`config.mk`:
```
export PLATFORM = sky130hd
export DESIGN_NAME = reload_down_counter_flat
export DESIGN_NICKNAME = d
export VERILOG_FILES = /design/src/rtl/reload_down_counter_pkg.sv /design/src/rtl/reload_down_counter_if.sv /design/src/rtl/reload_down_counter_prescaler.sv /design/src/rtl/reload_down_counter.sv /design/src/flat_wrapper.sv
export SDC_FILE = /design/constraint.sdc
export NUM_CORES = 1
export LEC_CHECK = 0
export CAP_MARGIN = 20
export CORE_AREA = 4 4 47 49
export CTS_BUF_LIST = sky130_fd_sc_hd__clkbuf_4 sky130_fd_sc_hd__clkbuf_8
export DETAILED_ROUTE_END_ITERATION = 8
export DIE_AREA = 0 0 51 53
export GPL_TIMING_DRIVEN = 0
export PLACE_DENSITY = 0.75
export SYNTH_ARGS = -nofsm -noshare
export SYNTH_HDL_FRONTEND = slang
export SYNTH_SLANG_ARGS = --single-unit
```
`constraint.sdc`:
```
create_clock -name clk -period 2 [get_ports clk]
set_clock_uncertainty 0.2 [all_clocks]
set_input_delay 0.4 -clock clk [delete_from_list [all_inputs] [get_ports clk]]
set_output_delay 0.4 -clock clk [all_outputs]
set_load 0.05 [all_outputs]
```
`src/rtl/reload_down_counter_pkg.sv`:
```
// Shared types for the reload down-counter: counting modes and FSM states.
package reload_down_counter_pkg;

   // Encoding 2'b11 is reserved and treated as DC_WRAP.
   typedef enum logic [1:0] {
      DC_WRAP    = 2'd0,
      DC_RELOAD  = 2'd1,
      DC_ONESHOT = 2'd2
   } mode_e;

   typedef enum logic [1:0] {
      S_IDLE = 2'd0,
      S_RUN  = 2'd1,
      S_DONE = 2'd2
   } state_e;

endpackage

```
`src/rtl/reload_down_counter_if.sv`:
```
// Control and status bundle of the reload down-counter.
interface reload_down_counter_if #(
   parameter int unsigned WIDTH = 4,
   parameter int unsigned PW    = 2
);
   logic             ld;
   logic [WIDTH-1:0] PI;
   logic             en;
   logic [1:0]       mode;
   logic [PW-1:0]    presc;
   logic [WIDTH-1:0] C;
   logic             bout;
   logic             zero;
   logic             busy;

   modport master (
      output ld, PI, en, mode, presc,
      input  C, bout, zero, busy
   );

   modport slave (
      input  ld, PI, en, mode, presc,
      output C, bout, zero, busy
   );
endinterface

```
`src/rtl/reload_down_counter_prescaler.sv`:
```
// Enable-gated prescaler: one tick every presc+1 enabled cycles, cleared by clr.
module reload_down_counter_prescaler #(
   parameter int unsigned PW = 2
) (
   input  logic          clk,
   input  logic          rst,
   input  logic          clr,
   input  logic          en,
   input  logic [PW-1:0] presc,
   output logic          tick
);

   logic [PW-1:0] pcnt_q, pcnt_d;

   // >= rather than == so lowering presc past pcnt still ticks at once.
   always_comb begin
      tick   = 1'b0;
      pcnt_d = pcnt_q;
      if (clr) begin
         pcnt_d = '0;
      end else if (en) begin
         if (pcnt_q >= presc) begin
            tick   = 1'b1;
            pcnt_d = '0;
         end else begin
            pcnt_d = pcnt_q + PW'(1);
         end
      end
   end

   always_ff @(posedge clk or posedge rst) begin
      if (rst) begin
         pcnt_q <= '0;
      end else begin
         pcnt_q <= pcnt_d;
      end
   end

endmodule

```
`src/rtl/reload_down_counter.sv`:
```
// Loadable prescaled down-counter with borrow pulse and wrap/reload/one-shot modes.
module reload_down_counter
   import reload_down_counter_pkg::*;
#(
   parameter int unsigned WIDTH = 4,
   parameter int unsigned PW    = 2
) (
   input  logic                  clk,
   input  logic                  rst,
   reload_down_counter_if.slave  bus
);

   logic [WIDTH-1:0] c_q, c_d;
   logic [WIDTH-1:0] rl_q, rl_d;
   logic             bout_q, bout_d;
   state_e           state_q, state_d;
   logic             tick;

   reload_down_counter_prescaler #(
      .PW(PW)
   ) u_prescaler (
      .clk   (clk),
      .rst   (rst),
      .clr   (bus.ld),
      .en    (bus.en),
      .presc (bus.presc),
      .tick  (tick)
   );

   always_comb begin
      c_d     = c_q;
      rl_d    = rl_q;
      bout_d  = 1'b0;
      state_d = state_q;
      if (bus.ld) begin
         c_d     = bus.PI;
         rl_d    = bus.PI;
         state_d = S_RUN;
      end else if (tick && (state_q == S_RUN)) begin
         if (c_q != '0) begin
            c_d = c_q - WIDTH'(1);
         end else begin
            // Borrow out of zero; mode is sampled only here.
            bout_d = 1'b1;
            case (mode_e'(bus.mode))
               DC_RELOAD:  c_d     = rl_q;
               DC_ONESHOT: state_d = S_DONE;
               default:    c_d     = '1;
            endcase
         end
      end
   end

   always_ff @(posedge clk or posedge rst) begin
      if (rst) begin
         c_q     <= '0;
         rl_q    <= '0;
         bout_q  <= 1'b0;
         state_q <= S_IDLE;
      end else begin
         c_q     <= c_d;
         rl_q    <= rl_d;
         bout_q  <= bout_d;
         state_q <= state_d;
      end
   end

   assign bus.C    = c_q;
   assign bus.bout = bout_q;
   assign bus.zero = (c_q == '0);
   assign bus.busy = (state_q == S_RUN);

endmodule

```
`src/flat_wrapper.sv`:
```
// flat-port wrapper written by rule: the top's interface ports become plain ports
module reload_down_counter_flat import reload_down_counter_pkg::*;
#(
   parameter int unsigned WIDTH = 4,
   parameter int unsigned PW    = 2
)
  (clk, rst, bus_ld, bus_PI, bus_en, bus_mode, bus_presc, bus_C, bus_bout, bus_zero, bus_busy);
  reload_down_counter_if #(.WIDTH(WIDTH), .PW(PW)) bus_i ();
  input  logic clk;
  input  logic rst;
  input wire logic [$bits(bus_i.ld)-1:0] bus_ld;
  input wire logic [$bits(bus_i.PI)-1:0] bus_PI;
  input wire logic [$bits(bus_i.en)-1:0] bus_en;
  input wire logic [$bits(bus_i.mode)-1:0] bus_mode;
  input wire logic [$bits(bus_i.presc)-1:0] bus_presc;
  output wire logic [$bits(bus_i.C)-1:0] bus_C;
  output wire logic [$bits(bus_i.bout)-1:0] bus_bout;
  output wire logic [$bits(bus_i.zero)-1:0] bus_zero;
  output wire logic [$bits(bus_i.busy)-1:0] bus_busy;
  assign bus_i.ld = bus_ld;
  assign bus_i.PI = bus_PI;
  assign bus_i.en = bus_en;
  assign bus_i.mode = bus_mode;
  assign bus_i.presc = bus_presc;
  assign bus_C = bus_i.C;
  assign bus_bout = bus_i.bout;
  assign bus_zero = bus_i.zero;
  assign bus_busy = bus_i.busy;
  reload_down_counter #(.WIDTH(WIDTH), .PW(PW)) u_core (.clk(clk), .rst(rst), .bus(bus_i));
endmodule
```
## Yosys cells after proc, flatten, opt, wreduce, memory -nomap -nowiden

Cells that the tools add are included.

- Eq/ne operators: 5
- Muxes and demuxes: 17
- Add/sub/neg operators: 2
- Magnitude comparators: 1
- Reductions and logical operators: 8

Operators by type and width:

| operator | count |
|---|---|
| 2-bit 2-to-1 mux | 7 |
| 4-bit 2-to-1 mux | 3 |
| 4-bit case mux with 2 select lines | 1 |
| 1-bit 2-to-1 mux | 6 |
| 2-bit nonzero test | 3 |
| 2-bit by 1-bit equality test with 1-bit output (second input constant) | 2 |
| 4-bit logical NOT | 1 |
| 4-bit nonzero test | 1 |
| 4-bit by 1-bit subtractor with 4-bit output (second input constant) | 1 |
| 3-bit by 2-bit != test with 1-bit output (second input constant) | 1 |
| 3-bit AND reduction | 1 |
| 2-bit by 1-bit adder with 2-bit output (second input constant) | 1 |
| 2-bit equality test (second input constant) | 1 |
| 2-bit greater-or-equal comparator | 1 |
| 2-bit != test (second input constant) | 1 |
| 2-bit AND reduction | 1 |
| 1-bit logical AND | 1 |

- Output and inout port bits: 7
- Word-level logic and storage cells: 38
- Flip-flop bits (word level): 13

## Logic depth before layout (Yosys ltp)

- Depth in word-level cells: 7
- Gate-level depth with buffers: 7
- Gate-level depth less buffers: 7

## Cells and area by module

A second synthesis with hierarchy kept.

- Cell total of the unflattened synthesis: 81
- Area total of the unflattened synthesis: 752.0 um2

Modules (own cells, without submodules):

| module | area each (um2) | sequential area each (um2) | times used | cells each |
|---|---|---|---|---|
| reload_down_counter | 568.0 | 275.3 | 1 | 61 |
| reload_down_counter_prescaler | 183.9 | 50.0 | 1 | 20 |

## Least setup slack after synthesis

OpenSTA, ideal clock, no wires.

- Path type: register -> register
- Start: reg u_core.c_q[0] (netlist: u_core.bus.C[0])
- End: reg u_core.c_q[3] (netlist: u_core.bus.C[3])
- Cell stages (with the launch flop): 7
- Buffers on the path: 0
- Required time: 1.708 ns
- Setup time: 0.092 ns
- Data arrival time: 2.101 ns
- Setup slack: -0.392 ns
- Period minus slack after synthesis: 2.392 ns
- Cell sequence: dfrtp_1 -> inv_1 -> ha_1 -> nor3b_4 -> a311oi_4 -> and3_1 -> o31ai_2

- Cells in the longest elaborated chain, start to end: 4
- Elaborated cells between the ends (all ways): 7

Ends and longest elaborated chain:

| element | RTL line | text |
|---|---|---|
| start: declaration | reload_down_counter.sv:13 | `logic [WIDTH-1:0] c_q, c_d;` |
| start signal: assignment | reload_down_counter.sv:56 | `c_q <= '0;` |
| start signal: assignment | reload_down_counter.sv:61 | `c_q <= c_d;` |
| 4-bit by 1-bit subtractor with 4-bit output / 4-bit nonzero test (equally long branches) | reload_down_counter.sv:41, reload_down_counter.sv:40 |  |
| 4-bit 2-to-1 mux | reload_down_counter.sv:40 | `if (c_q != '0) begin` |
| 4-bit 2-to-1 mux | reload_down_counter.sv:39 | `end else if (tick && (state_q == S_RUN)) begin` |
| 4-bit 2-to-1 mux | reload_down_counter.sv:35 | `if (bus.ld) begin` |

Parallel ways exist; a longest one is shown, timed or not. The select of a mux whose other input is x is not followed.
A chain may end at the register's enable or synchronous reset.

## Worst setup path after layout

- Start: reg u_core.c_q[0] (netlist: u_core.bus.C[0])
- End: out bus_zero

- Cells in the longest elaborated chain, start to end: 1

Ends and longest elaborated chain:

| element | RTL line | text |
|---|---|---|
| 4-bit logical NOT | reload_down_counter.sv:70 | `assign bus.zero = (c_q == '0);` |
| end: declaration | flat_wrapper.sv:18 | `output wire logic [$bits(bus_i.zero)-1:0] bus_zero;` |

Every way passes these cells.

==> flow_metrics.env <==
export IMPL_slew_violations=0
export IMPL_yosysTopAreaCellShare_pct=42.48
export IMPL_p_sw_share_pct=34.16
export IMPL_met1_usage_pct=16.43
export IMPL_fin_area_um2=1097
export IMPL_cp_required_ps=1400
export IMPL_combPwrFrac_pct=33.8
export IMPL_critPathMaxFanout=4
export IMPL_antenna_found_initial=0
export IMPL_finalSetupViolCount=0
export IMPL_ys_seq_area_share_pct=42.48
export IMPL_final_util_pct=58.94
export IMPL_clockRootBuffer="clkbuf_4"
export IMPL_cts_sinks=13
export IMPL_p_total_mw=0.7333
export IMPL_cts_made_buffers=3
export IMPL_use_met3_pct=1.690
export IMPL_gr_total_overflow=0
export IMPL_intPower_mw=0.4828
export IMPL_grt_max_degree=14
export IMPL_pin_count=19
export IMPL_synth_area_leaders="dfrtp_1 42%, o21ai_0 5.9%, inv_1 5.9%"
export IMPL_critical_path_class="register to primary output"
export IMPL_dieArea_um2=2703
export IMPL_crit_buf_inv=2
export IMPL_hpwl_um=1222
export IMPL_synth_async_reset_ratio_pct=100.0
export IMPL_cap_viol_max_count=0
export IMPL_arrival_ps=1400
export IMPL_end_kind="primary output"
export IMPL_hold_viol=0
export IMPL_drc=0
export IMPL_power_density_nw_per_um2=668.3
export IMPL_routedWlPerCell_um=12.10
export IMPL_via_count=647
export IMPL_drive_gt1_share_pct=26.85
export IMPL_clk_path_buf_depth=2
export IMPL_use_met2_pct=22.96
export IMPL_max_stage_delay_ps=430
export IMPL_cpLargestDelayFamily="flip-flops"
export IMPL_die_x_um=51
export IMPL_p_clk_share_pct=24.4
export IMPL_rows=16
export IMPL_die_y_um=53
export IMPL_fillers=167
export IMPL_critPathLaunchType="register"
export IMPL_syn_nets=96
export IMPL_switchingPower_mw=0.2505
export IMPL_synth_edff_count=0
export IMPL_core_area_um2=1862
export IMPL_rsz0062_at_grt="true"
export IMPL_syn_inst=81
export IMPL_slowest_stage="dfrtp_2"
export IMPL_min_path_type="primary input to async pin"
export IMPL_grt_busiest_layer="met2"
export IMPL_ys_warn_count=0
export IMPL_clkTransAtPathRegs_ps=90
export IMPL_min_period_ps=2000
export IMPL_drtAntennaViolNets=0
export IMPL_max_freq_mhz=500.1
export IMPL_insertedDiodeCount=0
export IMPL_synth_cell_types=29
export IMPL_yosysTopAreaCell="dfrtp_1"
export IMPL_synth_ff_type="dfrtp_1"
export IMPL_crit_chain="inv_2 > ha_4 > nor3b_4 > buf_6"
export IMPL_peakVddDrop_v=0.0005006
export IMPL_drtIter0Drc=16
export IMPL_htree_levels=1
export IMPL_syn_area_per_cell_um2=9.454
export IMPL_grt_pass1_wl_um=2649
export IMPL_finalNetCount=124
export IMPL_synthesis_area_um2=765.7
export IMPL_place_area_um2=984.7
export IMPL_yosysMostFrequentCell="dfrtp_1"
export IMPL_viasPerCell=4.793
export IMPL_syn2layout_area_growth_pct=43.30
export IMPL_firstDrtPassIters=4
export IMPL_synth_seq_cells=13
export IMPL_fin_crit_sh_pct=99.98
export IMPL_grt_pass1_vias=631
export IMPL_synth_commonest_cells="13 x dfrtp_1, 12 x inv_1, 9 x o21ai_0"
export IMPL_cts_tree="done"
export IMPL_maxSlewHeadroom_pct=67.18
export IMPL_wirelength_um=1634
export IMPL_initial_core_util_pct=41.13
export IMPL_p_seq_share_pct=41.8
export IMPL_p_leak_nw=0.4832
export IMPL_portBuffers=17
export IMPL_outcome="finished clean"
export IMPL_tightest_slew_ps=494.3
export IMPL_ctsHoldBuffers=0
export IMPL_grt_use_total_pct=13.39
export IMPL_gp_congestion=0.8040
export IMPL_clk_latency_ps=280
[layer usage]
metal  share of wire [%]  up-vias  wire, um
li1                    -      329         -
met1                  48      302       790
met2                  47       14       760
met3                 4.8        2        78
met4                0.31        0         5
met5                   0        -         0
[registers in the layout, summed over array words and instances, names as in the netlist]
register,count
u_core.bus.bout,1
u_core.u_prescaler.pcnt_q,2
u_core.state_q,2
u_core.rl_q,4
u_core.bus.C,4
[per-stage QoR]
| step | hold slack, ps | setup TNS [ps] | instances | worst slack [ps] |
|---|---|---|---|---|
| final | 230.2 | 0 | 135 | 0.4645 |
| after global placement | 256.1 | -1752 | 125 | -494.7 |
| after CTS | 254.1 | -161.7 | 132 | -157.5 |
| after floorplan | 76.82 | -793.5 | 81 | -259.7 |
| after detailed placement | 271.5 | -2020 | 125 | -502.1 |
| after global routing | 276.7 | -72.20 | 135 | -72.20 |
[layout make-up]
cell class              instances  area (um2)  area share [%]
clock buffers                   4       30.03           2.737
inverters                      12       45.04           4.105
plain buffers                   2       7.507          0.6842
repair buffers                 23       211.5           19.27
well taps                      27       33.78           3.079
multi-input cells              54       441.7           40.25
flip-flops and latches         13       327.8           29.87
[path summary, 6_finish.rpt]
check / from / to / slack (ps) / cells past startpoint
setup / recovery: u_core.bus.C[0]$_DFFE_PP0P_ / bus_zero / 0.5 / 4
setup reg to reg: u_core.u_prescaler.pcnt_q[0]$_DFFE_PP0P_ / u_core.bus.C[0]$_DFFE_PP0P_ / 80 / 7
max in group asynchronous: rst / u_core.bus.C[0]$_DFFE_PP0P_ / 1010 / 2
min in group clk: u_core.state_q[0]$_DFFE_PP0P_ / u_core.state_q[0]$_DFFE_PP0P_ / 290 / 1
hold / removal: rst / u_core.rl_q[0]$_DFFE_PP0P_ / 230 / 2
hold reg to reg: u_core.state_q[0]$_DFFE_PP0P_ / u_core.state_q[0]$_DFFE_PP0P_ / 290 / 1
[repair_timing]
action | CTS | global route
pin swaps | 5 | 5
setup endpoints to repair | 8 | 4
gates resized for setup | 15 | 7
setup buffers | 3 | 3
[cell usage in the layout (no fill, tap or decap), types with 3 or more instances in the layout]
cell type         n
dfrtp_1          11
buf_4             6
o21ai_0           9
a21oi_1           5
dlygate4sd2_1     6
nand2b_1          3
clkdlybuf4s50_1   9
inv_2             3
nor2_1            5
clkbuf_4          4
nand2_1           7
inv_1             9
[logic make-up after synthesis]
family / count (synthesis) / share of synthesized area [%]
buffers and inverters: 14 / 6.863
DFF: 13 / 42.48
adders and majority gates: 3 / 4.902
and+or+nand+nor: 29 / 22.55
muxes: 2 / 2.614
AOI/OAI and AO/OA: 20 / 20.59
[power by group through the flow]
stage | Combinational [mW] | Clock [mW] | Sequential (mW)
6_report | 0.248 | 0.179 | 0.307
5_1_grt | 0.267 | 0.194 | 0.312
3_3_place_gp | 0.221 | 0 | 0.310
3_5_place_dp | 0.224 | 0 | 0.312
4_1_cts | 0.231 | 0.183 | 0.307
2_1_floorplan | 0.117 | 0 | 0.346
Note: power is estimated with default switching activity, not from simulation.
